## src/rtl/mux_arbiter_pkg.sv

```systemverilog
// rtl/mux_arbiter_pkg.sv - shared constants for the round-robin channel arbiter
package mux_arbiter_pkg;

    localparam int NUM_REQ = 4;
    localparam int SEL_W   = 2;

    typedef logic state_t;

    localparam state_t ST_IDLE  = 1'b0;
    localparam state_t ST_GRANT = 1'b1;

endpackage

```

## src/rtl/mux_arbiter_rr_pick.sv

```systemverilog
// rtl/mux_arbiter_rr_pick.sv - combinational round-robin picker starting after ptr
module rr_pick
    import mux_arbiter_pkg::*;
(
    input  logic [NUM_REQ-1:0] req,
    input  logic [SEL_W-1:0]   ptr,
    output logic               found,
    output logic [SEL_W-1:0]   idx,
    output logic [NUM_REQ-1:0] onehot
);

    always_comb begin
        logic [SEL_W-1:0] cand;
        cand   = '0;
        found  = 1'b0;
        idx    = '0;
        onehot = '0;
        // Offset NUM_REQ wraps to ptr itself, so the last served index is checked last.
        for (int i = 1; i <= NUM_REQ; i++) begin
            cand = ptr + SEL_W'(i);
            if (!found && req[cand]) begin
                found = 1'b1;
                idx   = cand;
            end
        end
        if (found) begin
            onehot = NUM_REQ'(1) << idx;
        end
    end

endmodule

```

## src/rtl/mux_arbiter.sv

```systemverilog
// rtl/mux_arbiter.sv - round-robin arbiter owning the 4:1 channel select and grant
module mux_arbiter
    import mux_arbiter_pkg::*;
#(
    parameter int unsigned HOLD_MAX = 4
) (
    input  logic               clk,
    input  logic               rst_n,
    input  logic [NUM_REQ-1:0] req,
    input  logic [NUM_REQ-1:0] last,
    input  logic               out_ready,
    output logic [NUM_REQ-1:0] gnt,
    output logic [SEL_W-1:0]   sel,
    output logic               out_valid,
    output logic               busy
);

    localparam int CNT_W = $clog2(HOLD_MAX + 1);
    localparam logic [CNT_W-1:0] HOLD_MAX_C = CNT_W'(HOLD_MAX);

    state_t             state_q, state_d;
    logic [NUM_REQ-1:0] gnt_q, gnt_d;
    logic [SEL_W-1:0]   sel_q, sel_d;
    logic [SEL_W-1:0]   ptr_q, ptr_d;
    logic [CNT_W-1:0]   cnt_q, cnt_d;

    logic               pick_found;
    logic [SEL_W-1:0]   pick_idx;
    logic [NUM_REQ-1:0] pick_onehot;
    logic               xfer;
    logic [CNT_W-1:0]   cnt_inc;
    logic               grant_end;

    rr_pick u_rr_pick (
        .req    (req),
        .ptr    (ptr_q),
        .found  (pick_found),
        .idx    (pick_idx),
        .onehot (pick_onehot)
    );

    assign out_valid = (|gnt_q) && req[sel_q];
    assign xfer      = out_valid && out_ready;
    assign cnt_inc   = cnt_q + CNT_W'(1);
    // A dropped request ends the grant without a beat; last and limit only on accepted beats.
    assign grant_end = !req[sel_q] || (xfer && (last[sel_q] || (cnt_inc == HOLD_MAX_C)));

    always_ff @(posedge clk or negedge rst_n) begin
        if (!rst_n) begin
            state_q <= ST_IDLE;
            gnt_q   <= '0;
            sel_q   <= '0;
            ptr_q   <= 2'b11;
            cnt_q   <= '0;
        end else begin
            state_q <= state_d;
            gnt_q   <= gnt_d;
            sel_q   <= sel_d;
            ptr_q   <= ptr_d;
            cnt_q   <= cnt_d;
        end
    end

    always_comb begin
        state_d = state_q;
        if (state_q == ST_IDLE) begin
            if (pick_found) begin
                state_d = ST_GRANT;
            end
        end else begin
            if (grant_end) begin
                state_d = ST_IDLE;
            end
        end
    end

    always_comb begin
        gnt_d = gnt_q;
        sel_d = sel_q;
        ptr_d = ptr_q;
        cnt_d = cnt_q;
        if (state_q == ST_IDLE) begin
            if (pick_found) begin
                gnt_d = pick_onehot;
                sel_d = pick_idx;
                cnt_d = '0;
            end
        end else begin
            if (grant_end) begin
                ptr_d = sel_q;
                gnt_d = '0;
                cnt_d = '0;
            end else if (xfer) begin
                cnt_d = cnt_inc;
            end
        end
    end

    assign gnt  = gnt_q;
    assign sel  = sel_q;
    assign busy = (state_q == ST_GRANT);

endmodule

```

## config.mk

```make
export PLATFORM = sky130hd
export DESIGN_NAME = mux_arbiter
export DESIGN_NICKNAME = d
export VERILOG_FILES = /design/src/rtl/mux_arbiter_pkg.sv /design/src/rtl/mux_arbiter_rr_pick.sv /design/src/rtl/mux_arbiter.sv
export SDC_FILE = /design/constraint.sdc
export NUM_CORES = 1
export LEC_CHECK = 0
export BUFFER_PORTS_ARGS = -buffer_cell sky130_fd_sc_hd__clkbuf_2
export CAP_MARGIN = 25
export CORE_UTILIZATION = 35
export DETAILED_ROUTE_END_ITERATION = 10
export RECOVER_POWER = 50
export SETUP_SLACK_MARGIN = 0.4
export SYNTH_ARGS = -nofsm -noshare
export SYNTH_HDL_FRONTEND = slang
export SYNTH_SLANG_ARGS = --single-unit
```

## constraint.sdc

```tcl
create_clock -name clk -period 5.2 [get_ports clk]
set_input_delay 0.52 -clock clk [delete_from_list [all_inputs] [get_ports clk]]
set_output_delay 0.52 -clock clk [all_outputs]
set_load 0.05 [all_outputs]
```

# After elaboration in Yosys (flattened, before gate mapping)
# Cells that the tools add are included.
dict set report classes {
  n_addsub 4
  order_cmp 5
  n_eq_ne 3
  shifts 1
  mux 30
  bitwise_logic 1
  reduce_logical 18
}
# cell count
set op_table {}
lappend op_table {{$lt 2x3->1 const B} 5}
lappend op_table {{$mux 1} 13}
lappend op_table {{$bmux 1 s2} 6}
lappend op_table {{$mux 3} 4}
lappend op_table {{$mux 4} 3}
lappend op_table {{$mux 2} 4}
lappend op_table {{$reduce_and 2->1} 4}
lappend op_table {{$logic_and 1x1->1} 6}
lappend op_table {{$add 2x2->2 const B} 2}
lappend op_table {{$logic_not 1->1} 4}
lappend op_table {{$reduce_or 4->1} 1}
lappend op_table {{$shl 1x2->4 const A} 1}
lappend op_table {{$add 3x1->3 const B} 1}
lappend op_table {{$eq 3x3->1 const B} 1}
lappend op_table {{$ne 3x1->1 const B} 1}
lappend op_table {{$add 2x1->2 const B} 1}
lappend op_table {{$logic_or 1x1->1} 2}
lappend op_table {{$ne 2x1->1 const B} 1}
lappend op_table {{$reduce_bool 2->1} 1}
lappend op_table {{$not 1->1} 1}
dict set report word_totals {
  reg_bits 12
}

# Logic depth before layout (Yosys ltp)
dict set report logic_depth {
  depth_word 16
  depth_mapped 5
}

# Modules after synthesis
# A second synthesis with hierarchy kept.
dict set report unflattened {
  cells_unflattened 81
  hier_area_um2 890.9
}
# module instances cells_per_inst area_each_um2 seq_area_each_um2
set by_module_without_submodules {}
lappend by_module_without_submodules {mux_arbiter 1 51 689.4 302.8}
lappend by_module_without_submodules {rr_pick 1 30 201.4 0.0}

# Worst setup path after synthesis
# OpenSTA, ideal clock, no wires.
dict set report synth_timing {
  path_type {register to register}
  startpoint {register sel_q[0] (netlist: sel[0])}
  endpoint {register gnt_q[2] (netlist: gnt[2])}
  arrival_time_ns 2.074
  required_time_ns 5.078
  setup_slack_ns 3.004
  stages_incl_launch_ff 6
  period_less_slack_ns 2.196
  cell_sequence {dfrtp_1 > mux4_2 > and2_4 > buf_6 > or2_0 > a32o_1}
}
dict set report synth_via {
  elab_chain_cells 8
}
# item line
set synth_lines {}
lappend synth_lines {{start, declared} mux_arbiter.sv:23} ;# logic [SEL_W-1:0] sel_q, sel_d;
lappend synth_lines {{start signal, assigned} mux_arbiter.sv:58} ;# sel_q <= sel_d;
lappend synth_lines {{$bmux 1 s2} {mux_arbiter.sv:42, mux_arbiter.sv:46}}
lappend synth_lines {{$mux 1 (not written as such)} {mux_arbiter.sv:42, mux_arbiter.sv:46}}
lappend synth_lines {{$logic_and 1x1->1} mux_arbiter.sv:42} ;# assign out_valid = (|gnt_q) && req[sel_q];
lappend synth_lines {{$logic_and 1x1->1} mux_arbiter.sv:43} ;# assign xfer = out_valid && out_ready;
lappend synth_lines {{$logic_and 1x1->1} mux_arbiter.sv:46} ;# assign grant_end = !req[sel_q] || (xfer && (last[sel_q] || (cnt_inc == HOLD_MAX_C)));
lappend synth_lines {{$logic_or 1x1->1 (*)} mux_arbiter.sv:46}
lappend synth_lines {{$ne 2x1->1 (no source line) (*)} n/a}
lappend synth_lines {{$reduce_and 2->1 (no source line) (*)} n/a}
lappend synth_lines {{end signal, assigned} mux_arbiter.sv:57} ;# gnt_q <= gnt_d;
lappend synth_lines {{end, declared} mux_arbiter.sv:22} ;# logic [NUM_REQ-1:0] gnt_q, gnt_d;
# Every way passes the cells marked *; elsewhere a longest branch is shown, timed or not. The select of a mux whose other input is x is not followed.
# A chain may end at the register's enable or synchronous reset.

# Worst setup path in the final report
dict set report layout_timing {
  startpoint {register sel_q[0] (netlist: sel[0])}
  endpoint {output port out_valid}
}
dict set report layout_via {
  elab_chain_cells 3
}
# item line
set layout_lines {}
lappend layout_lines {{$bmux 1 s2} mux_arbiter.sv:42}
lappend layout_lines {{$mux 1 (not written as such)} mux_arbiter.sv:42}
lappend layout_lines {{$logic_and 1x1->1} mux_arbiter.sv:42}
lappend layout_lines {{end, declared} mux_arbiter.sv:14} ;# output logic out_valid,
# No other way between the ends. The select of a mux whose other input is x is not followed.

==> key figures <==
Run status
  • Status: completed

STA
  • Slew headroom: 0.565
  • Setup ws final: 2.92 ns
  • Setup Total Neg Slack: 0 ns
  • Worst-Margin Slew: 0.652 ns
  • Slew Viols, Final: 0
  • Final hold violation count: 0
  • Fin crit share: 0.439
  • Final Skew: 0.000667 ns
  • Min Tclk post-route: 2.28 ns
  • RSZ-0062 raised after global routing: no
  • Final setup vio count: 0
  • Max Freq: 0.438 GHz

Route
  • DR vias/cell: 5.59
  • DRC violations left: 0
  • Routed via count: 755
  • Wire per inst: 14.6 um
  • WL final: 1970 um
  • TritonRoute pass-1 iters: 4
  • Initial drt markers: 26
  • DRT antenna net count: 0

Global route
  • Vias in the first global route: 788
  • Gr ovfl total: 0
  • Pin count of the biggest net entering global routing: 13
  • First-pass GRT wire length: 3190 um
  • Initial antenna violation count: 0
  • GRT Util Overall: 0.170

Yosys
  • Synth top area cells: dfrtp_1 (30%), dfstp_2 (6.4%), mux2i_1 (3.7%)
  • Main synth FF type: dfrtp_1
  • Syn Area/Cell: 9.34 um^2
  • Synth async-reset ratio: 1.00
  • Post-synthesis cell type count: 39
  • Synthesis Warnings: 0
  • Synthesized area: 822 um^2
  • Synthesis-stage register bit count: 12
  • Synth area leader: dfrtp_1
  • Synthesized instance count: 88
  • Syn nets: 101
  • Seq/Total Area, Yosys: 0.368
  • Most frequent cell after synthesis: dfrtp_1
  • Synth cell count leaders: dfrtp_1 (10), nand2_1 (7), o21ai_0 (6)
  • Top cell type's share of synthesized area: 0.304
  • EDFF count, synth: 0

Setup path
  • RR Startpoint: sel[0]
  • R2R depth: 4
  • CP startpoint: sel[0]
  • WP data required: 4.68 ns
  • Endpoint type of the worst setup path: primary output
  • CP arrival: 1.76 ns
  • Kind of critical path: reg2out
  • CP Max Fanout: 8
  • Reg-to-reg endpoint: gnt[2]
  • Setup crit end: out_valid
  • Flop2flop setup slack: 3.28 ns
  • Worst Setup Start Kind: register

Power and ir drop
  • Max VDD drop: 0.271 mV
  • Pleak: 0.426 nW
  • Post-route total power: 615 uW
  • Pwr dens: 645 nW/um^2

Die
  • Total die area: 2550 um^2
  • Core Footprint: 2210 um^2
  • Num rows: 17
  • Initial Util: 0.372
  • Die span in x: 50.5 um
  • Die Height: 50.5 um
  • Ports: 19

Place
  • Place WS: 3.07 ns
  • Instance area at placement: 936 um^2
  • Post-DP HPWL: 1520 um
  • RD Place Congestion: 0.845
  • Inst Count DP: 132
  • IO Port Bufs: 18

CTS
  • Clock buffer depth: 2
  • CTS tree: done
  • Resized cells post-CTS: 0
  • Cts bufs inserted: 3
  • CTS Sinks: 12
  • Worst-Skew Late Latency: 0.27 ns
  • Hold-fix buffers, CTS: 0
  • Htree depth: 1
  • # Post-CTS Setup Buffers: 0
  • Clock Pin Slew Worst Setup and Hold Paths: 0.07 ns
  • Root Driver: clkbuf_4

Finish
  • # diodes: 0
  • Nets: 122
  • Finished Layout Cells: 135
  • Layout cells sized above 1: 0.215
  • Design Area, Final: 952 um^2
  • Layout area overhead: 15.8%

Flow run
  • Max cap viols: 0

Min path
  • Hold crit path type: in2async
[cell usage in the layout, fill, tap and decap left out, types with 2 or more instances in the layout]
| master | n |
|---|---|
| clkbuf_2 | 13 |
| nor4_1 | 2 |
| ha_1 | 2 |
| nor2b_1 | 3 |
| o22ai_1 | 4 |
| nor3_1 | 3 |
| a311o_1 | 2 |
| nand2_1 | 7 |
| nor2_1 | 3 |
| a21oi_1 | 5 |
| dfstp_2 | 2 |
| o21ai_0 | 6 |
| nand2b_1 | 2 |
| nand3_1 | 4 |
| clkbuf_4 | 3 |
| inv_1 | 5 |
| clkbuf_1 | 5 |
| mux2i_1 | 3 |
| o221ai_1 | 2 |
| dfrtp_1 | 10 |
[metal layers]
layer,global-route usage,vias up,share of wire,wire [um]
met4,0.125,0,0.015,29
met1,0.199,358,0.46,909
li1,-,380,-,-
met2,0.287,13,0.49,971
met3,0.0182,4,0.030,59
met5,0,-,0,0
[layout make-up]
| class | count | area, um^2 |
|---|---|---|
| fillers | 235 | 1260 |
| multi-input cells | 68 | 482 |
| flip-flops and latches | 12 | 303 |
| repair buffers | 19 | 91.3 |
| well taps | 28 | 35.0 |
| clock buffers | 3 | 22.5 |
| inverters | 5 | 18.8 |
[worst max-delay path: stages (launching register included)]
cell	delay (ns)
dfrtp_1	0.47
mux4_2	0.63
o41a_1	0.15
clkbuf_2	0.24
[report_power, final]
part | switching [mW] | leakage (nW) | internal (mW)
logic | 0.242 | 0.260 | 0.126
registers | 0.0548 | 0.151 | 0.136
clock network | 0.0289 | 0.0138 | 0.0268
[cell families (layout without fill, tap and decap cells)]
| kind of cell | count (synthesis) | in the layout | share of synthesized area |
|---|---|---|---|
| and+or+nand+nor | 31 | 31 | 0.201 |
| AOI/OAI and AO/OA | 29 | 29 | 0.248 |
| DFF | 12 | 12 | 0.368 |
| buffers and inverters | 8 | 27 | 0.0457 |
| muxes | 5 | 5 | 0.0959 |
| adders and majority gates | 2 | 2 | 0.0304 |
| xor gates and xnor gates | 1 | 1 | 0.0107 |
[registers in the layout (all words and copies together), names as in the netlist]
signal,cells
gnt,4
cnt_q,3
ptr_q,2
sel,2
busy,1
[through the flow]
stage	util	hold slack (ns)
finish	0.430	0.248
global route	0.430	0.304
CTS	0.433	0.130
detailed placement	0.423	0.428
global placement	0.423	0.423
floorplan	-	0.224
[worst min path at each step]
stage | startpoint | endpoint | slack (ns) | cells after the start
after floorplan | rst_n | busy | 0.22 | 0
after global placement | rst_n | sel[0] | 0.42 | 1
after detailed placement | rst_n | sel[0] | 0.43 | 1
after CTS | rst_n | gnt[0] | 0.13 | 1
after global routing | rst_n | gnt[1] | 0.30 | 1
final | rst_n | sel[0] | 0.25 | 1
No activity file was read; power rests on OpenSTA's default activity.
